<file path="src/rtl/nw_traceback_walker.sv">
// nw_traceback_walker: walks the NW direction matrix from (LEN_A, LEN_B) back
// to (0,0), one RAM read per interior step, and streams path ops downstream.
// Optional feature macro: NW_LOCAL_ALIGN_EN (Smith-Waterman local traceback:
// programmable start cell, sym=000 is a legal STOP, no forced edge ops).
// Ports:
//   clk, rst                 clock (rising edge), async active-low reset
//   start_i                  begin a walk (sampled in IDLE only)
//   start_i_i, start_j_i     start cell (NW_LOCAL_ALIGN_EN only)
//   busy_o, done_o, err_o    status: walking, end-of-walk pulse, sticky error
//   rd_en_o, rd_i_o, rd_j_o  direction RAM read request and address
//   sym_valid_i, sym_i       direction symbol return (DIAG=001 UP=010 LEFT=100)
//   out_valid_o, out_ready_i path op stream handshake
//   out_op_o, out_i_o, out_j_o op (00 DIAG, 01 UP, 10 LEFT) and cell it leaves
//   path_len_o               ops accepted since start
module nw_traceback_walker #(
  parameter int unsigned LEN_A = 128,
  parameter int unsigned LEN_B = 128,
  localparam int unsigned BIT_A = $clog2(LEN_A + 1),
  localparam int unsigned BIT_B = $clog2(LEN_B + 1),
  localparam int unsigned BIT_P = $clog2(LEN_A + LEN_B + 1)
) (
  input  logic             clk,
  input  logic             rst,
  input  logic             start_i,
`ifdef NW_LOCAL_ALIGN_EN
  input  logic [BIT_A-1:0] start_i_i,
  input  logic [BIT_B-1:0] start_j_i,
`endif
  output logic             busy_o,
  output logic             done_o,
  output logic             err_o,
  output logic             rd_en_o,
  output logic [BIT_A-1:0] rd_i_o,
  output logic [BIT_B-1:0] rd_j_o,
  input  logic             sym_valid_i,
  input  logic [2:0]       sym_i,
  output logic             out_valid_o,
  input  logic             out_ready_i,
  output logic [1:0]       out_op_o,
  output logic [BIT_A-1:0] out_i_o,
  output logic [BIT_B-1:0] out_j_o,
  output logic [BIT_P-1:0] path_len_o
);

  typedef enum logic [2:0] {S_IDLE, S_REQ, S_WAIT, S_EMIT, S_DONE} state_t;

  localparam logic [1:0] OP_DIAG = 2'b00;
  localparam logic [1:0] OP_UP   = 2'b01;
  localparam logic [1:0] OP_LEFT = 2'b10;

  state_t           state_q, state_d;
  logic [BIT_A-1:0] i_q, i_d;
  logic [BIT_B-1:0] j_q, j_d;
  logic [1:0]       op_q, op_d;
  logic             err_q, err_d;
  logic [BIT_P-1:0] path_q, path_d;
  logic             busy_q, busy_d;
  logic             done_q, done_d;
  logic             rd_en_q, rd_en_d;
  logic             valid_q, valid_d;

  // State, walk position and output registers.
  always_ff @(posedge clk or negedge rst) begin
    if (!rst) begin
      state_q <= S_IDLE;
      i_q     <= '0;
      j_q     <= '0;
      op_q    <= OP_DIAG;
      err_q   <= 1'b0;
      path_q  <= '0;
      busy_q  <= 1'b0;
      done_q  <= 1'b0;
      rd_en_q <= 1'b0;
      valid_q <= 1'b0;
    end else begin
      state_q <= state_d;
      i_q     <= i_d;
      j_q     <= j_d;
      op_q    <= op_d;
      err_q   <= err_d;
      path_q  <= path_d;
      busy_q  <= busy_d;
      done_q  <= done_d;
      rd_en_q <= rd_en_d;
      valid_q <= valid_d;
    end
  end

  // Next-state and walk update; output flops are loaded from the next state so
  // they line up with the state they describe.
  always_comb begin
    state_d = state_q;
    i_d     = i_q;
    j_d     = j_q;
    op_d    = op_q;
    err_d   = err_q;
    path_d  = path_q;
    unique case (state_q)
      S_IDLE: begin
        if (start_i) begin
          path_d  = '0;
          err_d   = 1'b0;
          state_d = S_REQ;
`ifdef NW_LOCAL_ALIGN_EN
          i_d = start_i_i;
          j_d = start_j_i;
          if (32'(start_i_i) > LEN_A || 32'(start_j_i) > LEN_B) begin
            err_d   = 1'b1;
            state_d = S_DONE;
          end
`else
          i_d = BIT_A'(LEN_A);
          j_d = BIT_B'(LEN_B);
`endif
        end
      end
      S_REQ: begin
`ifdef NW_LOCAL_ALIGN_EN
        state_d = S_WAIT;
`else
        // Edge cells need no RAM lookup: the only legal move is along the edge.
        if (i_q == '0 && j_q == '0) begin
          state_d = S_DONE;
        end else if (i_q == '0) begin
          op_d    = OP_LEFT;
          state_d = S_EMIT;
        end else if (j_q == '0) begin
          op_d    = OP_UP;
          state_d = S_EMIT;
        end else begin
          state_d = S_WAIT;
        end
`endif
      end
      S_WAIT: begin
        if (sym_valid_i) begin
          state_d = S_EMIT;
          // Multi-hot symbols resolve DIAG > UP > LEFT.
          if (sym_i[0]) begin
            op_d = OP_DIAG;
          end else if (sym_i[1]) begin
            op_d = OP_UP;
          end else if (sym_i[2]) begin
            op_d = OP_LEFT;
          end else begin
            state_d = S_DONE;
`ifndef NW_LOCAL_ALIGN_EN
            err_d = 1'b1;
`endif
          end
`ifdef NW_LOCAL_ALIGN_EN
          // A move off the matrix edge is a corrupt direction RAM.
          if ((sym_i[0] && (i_q == '0 || j_q == '0)) ||
              (!sym_i[0] && sym_i[1] && i_q == '0) ||
              (!sym_i[0] && !sym_i[1] && sym_i[2] && j_q == '0)) begin
            err_d   = 1'b1;
            state_d = S_DONE;
          end
`endif
        end
      end
      S_EMIT: begin
        if (out_ready_i) begin
          if (op_q != OP_LEFT) i_d = i_q - BIT_A'(1);
          if (op_q != OP_UP)   j_d = j_q - BIT_B'(1);
          path_d  = path_q + BIT_P'(1);
          state_d = S_REQ;
        end
      end
      S_DONE: state_d = S_IDLE;
      default: state_d = S_IDLE;
    endcase

    busy_d  = (state_d == S_REQ) || (state_d == S_WAIT) || (state_d == S_EMIT);
    done_d  = (state_d == S_DONE);
    valid_d = (state_d == S_EMIT);
`ifdef NW_LOCAL_ALIGN_EN
    rd_en_d = (state_d == S_REQ);
`else
    rd_en_d = (state_d == S_REQ) && (i_d != '0) && (j_d != '0);
`endif
  end

  assign busy_o      = busy_q;
  assign done_o      = done_q;
  assign err_o       = err_q;
  assign rd_en_o     = rd_en_q;
  assign rd_i_o      = i_q;
  assign rd_j_o      = j_q;
  assign out_valid_o = valid_q;
  assign out_op_o    = op_q;
  assign out_i_o     = i_q;
  assign out_j_o     = j_q;
  assign path_len_o  = path_q;

endmodule

</file>
<file path="config.mk">
export PLATFORM = sky130hd
export DESIGN_NAME = nw_traceback_walker
export DESIGN_NICKNAME = d
export VERILOG_FILES = /design/src/rtl/nw_traceback_walker.sv
export SDC_FILE = /design/constraint.sdc
export NUM_CORES = 1
export LEC_CHECK = 0
export ABC_AREA = 1
export CORE_MARGIN = 2
export CORE_UTILIZATION = 45
export DETAILED_ROUTE_END_ITERATION = 8
export PLACE_DENSITY = 0.81
export REMOVE_ABC_BUFFERS = 1
export SLEW_MARGIN = 10
export SYNTH_ARGS = -nofsm -noshare
export SYNTH_HDL_FRONTEND = slang
export SYNTH_SLANG_ARGS = --single-unit
export TNS_END_PERCENT = 1
</file>
<file path="constraint.sdc">
create_clock -name clk -period 4 [get_ports clk]
set_clock_uncertainty 0.1 [all_clocks]
set_input_delay 0.6 -clock clk [delete_from_list [all_inputs] [get_ports clk]]
set_output_delay 0.6 -clock clk [all_outputs]
set_load 0.02 [all_outputs]
</file>
# Word-level counts from Yosys, hierarchy flattened

Cells that the tools add are included.

Register bits: 35
Bits in latches: 0
RAM bits: 0
Bits in read-only memories: 0
Input port bits: 8
Output and inout port bits: 48
Logic and storage cells: 82
Memories kept: 0

Add/subtract/negate cells: 3
Multiply operators: 0
Divide/modulo/power cells: 0
Order comparisons: 0
Eq/ne operators: 18
Shifts and indexed selects: 0
Multiplexer cells: 35
Bitwise logic cells: 0
Reduce and logical (&&, ||, !) cells: 16

Operators with widths:

| kind                  | number |
|---|---|
| $mux W8               | 6 |
| $pmux W8 S2           | 2 |
| $mux W3               | 7 |
| $mux W9               | 2 |
| $pmux W9 S2           | 1 |
| $logic_not A8 Y1      | 2 |
| $ne A2 B2 Y1 const B  | 8 |
| $reduce_bool A8 Y1    | 2 |
| $sub A8 B1 Y8 const B | 2 |
| $mux W2               | 7 |
| $eq A3 B2 Y1 const B  | 4 |
| $pmux W3 S4           | 1 |
| $add A9 B1 Y9 const B | 1 |
| $mux W1               | 7 |
| $eq A3 B1 Y1 const B  | 2 |
| $reduce_and A6 Y1     | 1 |
| $reduce_bool A2 Y1    | 3 |
| $reduce_and A5 Y1     | 1 |
| $ne A4 B4 Y1 const B  | 1 |
| $pmux W2 S2           | 1 |
| $eq A3 B3 Y1 const B  | 1 |
| $logic_and A1 B1 Y1   | 3 |
| $logic_not A3 Y1      | 1 |
| $ne A3 B3 Y1 const B  | 1 |
| other kinds (4)       | 5 |

# Longest topological paths before layout

Gate-level depths: netlist (run 1).

Depth in word-level cells: 8
Mapped depth: 13
Depth with buffers taken out: 13

# Worst setup path before layout (run 1)

OpenSTA, ideal clock, no wires.

Kind: reg2reg
From: register j_q[3], in the netlist out_j_o[3]
To: register valid_q, in the netlist out_valid_o
Setup time: 119 ps
Arrival time: 1709 ps
Setup slack: 2072 ps
Stages on the path, launching flop included: 10
Path buffers: 0
Clock period less this slack: 1928 ps
Cells stage by stage: dfrtp_1 nor2_1 nor3b_1 nand4_1 inv_1 ha_1 nor2_1 a221oi_1 nand2_1 and2_1

Elaborated cells on any way between the ends: 7

RTL lines:

| item                   | line | RTL |
|---|---|---|
| from (decl)            | 53   | `logic [BIT_B-1:0] j_q, j_d;` |
| from (signal assigned) | 78   | `j_q <= j_d;` |
| $logic_not A8 Y1       | 122  | `if (i_q == '0 && j_q == '0) begin` |
| $logic_and A1 B1 Y1    | 122  |  |
| $mux W3                | 122  |  |
| $pmux W3 S4            | 98   | `unique case (state_q)` |
| via state_d[1]         | 51   | `state_t state_q, state_d;` |
| $eq A3 B2 Y1           | 176  | `valid_d = (state_d == S_EMIT);` |
| via valid_d            | 60   | `logic valid_q, valid_d;` |
| to (signal assigned)   | 85   | `valid_q <= valid_d;` |
| to (decl)              | 60   |  |

The timed path passes the listed nets, and every way through them passes these cells.
A chain may end at the register's enable or synchronous reset.

# Worst setup path after layout (run 1)

From: input out_ready_i
To: register rd_en_q, in the netlist rd_en_o

Elaborated cells on any way between the ends: 11

RTL lines:

| item                 | line | RTL |
|---|---|---|
| from (decl)          | 38   | `input logic out_ready_i,` |
| $mux W8              | 163  | `if (out_ready_i) begin` |
| $pmux W8 S2          | 98   |  |
| via j_d[5]           | 53   |  |
| $reduce_bool A8 Y1   | 180  | `rd_en_d = (state_d == S_REQ) && (i_d != '0) && (j_d != '0);` |
| $logic_and A1 B1 Y1  | 180  |  |
| via rd_en_d          | 59   | `logic rd_en_q, rd_en_d;` |
| to (signal assigned) | 84   | `rd_en_q <= rd_en_d;` |
| to (decl)            | 59   |  |

The timed path passes the listed nets, and every way through them passes these cells.

==> metrics.md, run 1 <==
| Metric | Value |
|---|---|
| Crit path cell chain | `clkdlybuf4s50_1 -> nand2_1 -> nor2_1 -> nand3_1 -> nand3_1 -> nand2_1 -> nor2_1 -> nand3_1 -> nor2_1 -> nor2_1` |
| CP Data Required Time | `a little over 4 ns` |
| Starting Density | `46.2%` |
| Final hold vios | `0` |
| Max-slew violations | `0` |
| Tightest Pin Transition | `about 0.44 ns` |
| Initial antenna violation count | `0` |
| Yosys warning count | `0` |
| Num CTS Buffers | `5` |
| DRT Wirelength | `between 5000 and 6000 µm` |
| Fin area | `about 0.0027 mm²` |
| Crit path max-delay cell type | `clkdlybuf4s50_1` |
| DRC Markers | `0` |
| Reg2Reg Setup Slack | `between 1.5 and 2 ns` |
| Power density cells | `around 740 mW/mm²` |
| R2R depth | `10` |
| Layout fillers | `435` |
| Clock Latency Late Sink | `between 0.2 and 0.3 ns` |
| Largest net degree at the start of global routing | `36` |
| RePlAce Congestion | `0.970` |
| Drt wl/cell | `12.5 µm` |
| Hold depth | `2` |
| PostCTS Resize Cnt | `0` |
| Max_cap viols | `0` |
| CTS root buf | `clkbuf_8` |
| Core Area | `0.00469 mm²` |
| Share of layout cells above drive strength 1 | `slightly below 5%` |
| Detailed-route via count | `between 2000 and 2500` |
| Grt ovf | `0` |
| Critical path arrival | `between 2 and 2.5 ns` |
| All-layer global routing usage | `between 20% and 30%` |
| Setup CP Type | `in2reg` |
| I/O pins | `between 50 and 60` |
| Reg2reg end | `busy_o` |
| CTS sink cnt | `35` |
| Critical Path Fanout Max | `8` |
| Crit. End Element | `flip-flop` |
| Ys async rst share | `100%` |
| Post-Syn Instances | `approximately 300` |
| Die X | `between 70 and 80 µm` |
| Slowest stage delay, CP | `~0.65 ns` |
| Crit Reg-Reg Startpoint | `out_j_o[3]` |
| Post-CTS Setup Repair Bufs | `0` |
| Final period util | `~55%` |
| Port buffer count | `between 50 and 60` |
| Area overhead of the layout relative to synthesis | `26.4%` |
| CTS H-Tree Depth | `2` |
| First-pass GRT wire length | `8370 µm` |
| Syn_area_per_cell | `7.13 µm²` |
| CP Launch Type | `primary input` |
| Worst Hold Class | `reg2reg` |
| Fmax | `453 MHz` |
| Cell Area, Placed | `around 0.0027 mm²` |
| Cts hold-fix bufs | `0` |
| Fin nets | `362` |
| Hold EP | `err_o` |
| Synthesized flop and latch total | `35` |
| DRT Pass-1 Iters | `4` |
| Vias per std cell | `around 5.2` |
| Max IR drop VDD | `~0.44 mV` |
| Clock Path Buffers | `2` |
| Dpl hpwl | `~3800 µm` |
| Tmin final | `2.21 ns` |
| Post-synth EDFFs | `0` |
| RSZ-0062 raised after global routing | `no` |
| DR iter-0 viols | `approximately 180` |
| Post-Syn Area | `around 0.0022 mm²` |
| Row count | `25` |
| Leak | `between 0.001 and 0.0015 µW` |
| CTS tree | `yes` |
| N_diodes | `0` |
| Die H | `~73 µm` |
| Post-route ant nets | `0` |
| Cell mode on critical path | `nor2_1` |
| Hold Crit Start | `err_o` |
| Status | `complete, no violations` |
| Setup tns final | `0 ns` |
| Worst-path clk slew | `around 0.07 ns` |
| # setup viols final | `0` |
| Die area | `about 0.0054 mm²` |
| Yosys cell types | `25` |
| Vias in the first global route | `1961` |
| Post-synth top flop | `dfrtp_1` |
| Sequential area share after synthesis | `roughly 40%` |
| Relative slew margins | `a little over two thirds` |
[report_power, final]
group	switching, µW	total, µW	internal [µW]	leakage (µW)
clock	124	246	122	0.0000422
sequential	124	586	461	0.000454
combinational	721	1200	482	0.000863
total	969	2030	1070	0.00136
[final cells by class]
class / count / area (µm²) / share of cell area, %
tap: 54 / 67.6 / 2.47
multi-input combinational: 199 / 961 / 35.1
inverter: 50 / 188 / 6.85
clock buffer: 7 / 76.3 / 2.79
timing repair buffer: 57 / 566 / 20.6
sequential: 35 / 876 / 32.0
clock inverter: 1 / 5.00 / 0.183
[how the worst max path moves through the flow]
stage	slack [ns]	cells after the start	end	start
6_report	1.79	10	rd_en_o	out_ready_i
5_1_grt	1.61	10	path_len_o[7]	start_i
4_1_cts	1.81	10	rd_en_o	out_ready_i
3_5_place_dp	1.51	10	rd_en_o	out_ready_i
3_3_place_gp	1.55	10	rd_en_o	out_ready_i
2_1_floorplan	1.97	10	out_op_o[1]	out_j_o[0]
[flip-flops by register name, summed over array words and instances (netlist names)]
signal	cells
path_len_o	9
out_op_o	2
busy_o	1
state_q	3
rd_en_o	1
out_i_o	8
err_o	1
done_o	1
out_valid_o	1
out_j_o	8
[per-stage QoR]
step,setup WS [ns],instances,hold WS [ns],util [%],total power [µW]
global route,1.61,403,0.447,58.4,2210
detailed placement,1.51,395,0.407,56.6,1790
floorplan,1.97,284,0.204,-,1300
global placement,1.55,395,0.393,56.6,1760
CTS,1.81,403,0.420,58.4,2040
finish,1.79,403,0.411,58.4,2030
[per-layer routing]
metal / global-route usage (%) / routed length, µm / up-vias
li1: - / - / 1038
met1: 24.6 / 2220 / 967
met2: 32.7 / 2390 / 67
met3: 5.21 / 320 / 10
met4: 9.70 / 105 / 0
met5: 0 / 0 / -
[logic make-up (layout without fill, tap and decap cells)]
group	after synthesis	count (layout)	share of synthesized area, %
buf+inv	70	115	15.2
flops	35	35	40.4
simple gates	157	157	32.0
fa+ha+maj	6	6	3.46
compound gates	36	36	8.89
[synthesized netlist by cell type (2+ instances only)]
master	n	area share [%]
buf_2	3	0.69
nor3b_1	2	0.69
a21oi_1	17	3.9
nand4_1	4	1.2
nand3_1	27	6.2
nor3_1	7	1.6
nor2_2	5	1.4
nand2_1	65	11
nor2_1	38	6.6
nand2_2	2	0.58
o21ai_0	13	3.0
nand3_2	2	0.92
ha_1	6	3.5
and2_1	3	0.87
buf_4	17	5.9
inv_1	50	8.7
dfrtp_1	35	40
[worst max-delay path, delay by kind of cell]
kind,cells,cell delay (ns)
buffers and inverters,1,0.65
AND/OR/NAND/NOR,9,1.04
[cells in the final DEF, fill, tap and decap left out]
cell type,n
o21ai_1,1
nand2_1,65
clkbuf_1,2
a21oi_1,17
clkbuf_8,5
dfrtp_1,35
nand2_2,2
and3_1,1
inv_1,50
a221oi_1,1
o21ai_0,13
o22ai_1,1
ha_1,6
a31oi_1,1
nand3_1,27
nor3_1,7
clkdlybuf4s50_1,55
o2bb2ai_1,1
o21bai_1,1
nand3_2,2
and2_1,3
nor2_1,38
clkinv_2,1
nand3b_1,1
nor2_2,5
buf_4,2
nor3b_1,2
nand4_1,4
(Power assumes the default switching activity.)
==> inputs of run 2 (changes only) <==
--- a/config.mk
+++ b/config.mk
@@ -7,9 +7,9 @@
 export LEC_CHECK = 0
 export ABC_AREA = 1
 export CORE_MARGIN = 2
-export CORE_UTILIZATION = 45
+export CORE_UTILIZATION = 44
 export DETAILED_ROUTE_END_ITERATION = 8
-export PLACE_DENSITY = 0.81
+export PLACE_DENSITY = 0.82
 export REMOVE_ABC_BUFFERS = 1
 export SLEW_MARGIN = 10
 export SYNTH_ARGS = -nofsm -noshare
==> constraint.sdc (replaced) <==
create_clock -name clk -period 1.9 [get_ports clk]
set_clock_uncertainty 0.1 [all_clocks]
set_input_delay 0.285 -clock clk [delete_from_list [all_inputs] [get_ports clk]]
set_output_delay 0.285 -clock clk [all_outputs]
set_load 0.02 [all_outputs]
==> run 2 against run 1 <==
The flow now finishes with violations (negative setup slack). Sequential share of layout area is 4.8 points lower. Die area increased by 2.2%. Global-route usage grew 1.7 points. Cell count up 15%.
==> metrics.md, run 2 (synthesis gave the netlist of run 1 again) <==
| Metric | Value |
|---|---|
| Share of layout cells above drive strength 1 | `21.0%` |
| Failing checks | `negative setup slack` |
| Max FFs per register | `9` |
| Vias in the first global route | `~2200` |
| Commonest non-fill, non-tap cells in the layout | `nand2_1 (64), clkdlybuf4s50_1 (51), inv_1 (50), buf_4 (48), dfrtp_1 (34)` |
| First-pass GRT wire length | `just over 9000 µm` |
| Worst Hold Class | `in2async` |
| Critical Path Fanout Max | `4` |
| Crit path max-delay cell type | `dfrtp_1` |
| DRT Wirelength | `about 5600 µm` |
| All-layer global routing usage | `21.8%` |
| Area overhead of the layout relative to synthesis | `49.2%` |
| DRT Pass-1 Iters | `4` |
| Clock Latency Late Sink | `approximately 0.29 ns` |
| Slowest stage delay, CP | `about 0.40 ns` |
| Fin worst setup slack | `-0.0793 ns` |
| Setup tns final | `-0.257 ns` |
| Reg2reg end | `out_valid_o` |
| Die X | `around 74 µm` |
| DRC Markers | `0` |
| Dpl ws | `-0.217 ns` |
| Port buffer count | `55` |
| Relative slew margins | `~70%` |
| CP Data Required Time | `1.98 ns` |
| Setup CP Type | `reg2reg` |
| Drt wl/cell | `about 12 µm` |
| Largest net degree at the start of global routing | `36` |
| CTS H-Tree Depth | `2` |
| Power density cells | `approximately 1600 mW/mm²` |
| Max-slew violations | `0` |
| Core Area | `between 0.004 and 0.005 mm²` |
| R2R depth | `9` |
| DR iter-0 viols | `about 190` |
| Cell Area, Placed | `0.00302 mm²` |
| Critical path arrival | `about 2.1 ns` |
| Leak | `around 0.0017 µW` |
| Post-Layout Cell Count | `463` |
| Num CTS Buffers | `5` |
| Worst Setup SP | `out_j_o[3]` |
| Row count | `25` |
| Initial antenna violation count | `0` |
| CTS tree | `yes` |
| Clock Path Buffers | `2` |
| RSZ-0062 raised after global routing | `yes` |
| Crit path cell chain | `nor2_2 -> nor3b_4 -> nand4_1 -> inv_1 -> ha_2 -> nor2_2 -> a221oi_2 -> nand2_2 -> and2_1` |
| Crit Reg-Reg Startpoint | `out_j_o[3]` |
| Fin area | `0.00323 mm²` |
| Worst-path clk slew | `about 0.070 ns` |
| # setup viols final | `4` |
| CTS sink cnt | `35` |
| Placed insts | `452` |
| Final core occ | `about two thirds` |
| N_diodes | `0` |
| Die area | `0.00550 mm²` |
| Final period util | `104%` |
| Status | `finished with violations` |
| Critical Path End | `out_valid_o` |
| CTS root buf | `clkbuf_8` |
| Tmin final | `roughly 2 ns` |
| Dpl hpwl | `approximately 4200 µm` |
| RePlAce Congestion | `around 0.86` |
| Crit. End Element | `flip-flop` |
| I/O pins | `56` |
| Die H | `approximately 74 µm` |
| Reg2Reg Setup Slack | `-0.08 ns` |
| Most common cell after layout, fill and taps aside | `nand2_1` |
| Starting Density | `between 40% and 50%` |
| Vias per std cell | `4.93` |
| Max_cap viols | `0` |
| Grt ovf | `0` |
| Max IR drop VDD | `1.05 mV` |
| CP Launch Type | `flip-flop` |
| Detailed-route via count | `2282` |
| Cell mode on critical path | `nor2_2` |
| Fmax | `a little over 500 MHz` |
| Fin nets | `409` |
| Final hold vios | `0` |
| Post-route ant nets | `0` |
| Tightest Pin Transition | `about 0.45 ns` |
==> run 2: layout make-up <==
type | count | area [µm²]
fillers | 382 | 1490
flip-flops and latches | 35 | 877
clock inverters | 2 | 35.0
repair buffers | 104 | 941
multi-input cells | 199 | 1030
well taps | 67 | 83.8
clock buffers | 6 | 82.6
inverters | 50 | 188
==> run 2: repair_timing <==
item                       in CTS  in global routing
buffers inserted                2                  1
pin swaps                       4                  3
hold buffers                    0                  0
gates resized for setup         7                 17
setup endpoints to repair       6                  9
==> run 2: worst min-delay path by stage <==
stage | slack, ns | end | from | cells after the start
2_1_floorplan | -0.11 | busy_o | rst | 0
3_3_place_gp | 0.40 | err_o | err_o | 2
3_5_place_dp | 0.40 | err_o | err_o | 2
4_1_cts | 0.33 | out_j_o[0] | rst | 2
5_1_grt | 0.36 | out_j_o[0] | rst | 2
6_report | 0.31 | out_j_o[1] | rst | 2
==> run 2: metal layers <==
layer	vias to the layer above	GRT usage, %	share of wire, %
li1	1125	-	-
met1	1056	26.0	40
met2	89	38.5	51
met3	12	4.61	6.2
met4	0	8.08	2.1
met5	-	0	0
==> run 2: worst max-delay path, delay by kind of cell, from the launching register on <==
| family | cells | cell delay, ns |
|---|---|---|
| flops | 1 | 0.40 |
| simple gates | 6 | 0.86 |
| compound gates | 1 | 0.21 |
| fa+ha+maj | 1 | 0.19 |
| buf+inv | 1 | 0.10 |
==> run 2: per-stage QoR <==
step	hold WS [ns]	total power [µW]
final	0.314	5230
after global routing	0.361	5640
after global placement	0.399	4260
after floorplan	-0.111	2740
after detailed placement	0.400	4320
after CTS	0.331	5120
==> run 2: power breakdown <==
part	switching [µW]	leakage, µW	internal, µW	total (µW)
logic	1820	0.00117	1570	3390
registers	179	0.000453	973	1150
clock network	269	0.0000612	424	694
==> inputs of run 3 (changes only) <==
--- a/config.mk
+++ b/config.mk
@@ -9,9 +9,9 @@
 export CORE_MARGIN = 2
 export CORE_UTILIZATION = 44
 export DETAILED_ROUTE_END_ITERATION = 8
+export HOLD_SLACK_MARGIN = 0.06
 export PLACE_DENSITY = 0.82
 export REMOVE_ABC_BUFFERS = 1
-export SLEW_MARGIN = 10
 export SYNTH_ARGS = -nofsm -noshare
 export SYNTH_HDL_FRONTEND = slang
 export SYNTH_SLANG_ARGS = --single-unit
==> results of run 3 <==
Same layout as run 2: the final DEF is identical, and so are final timing and power.
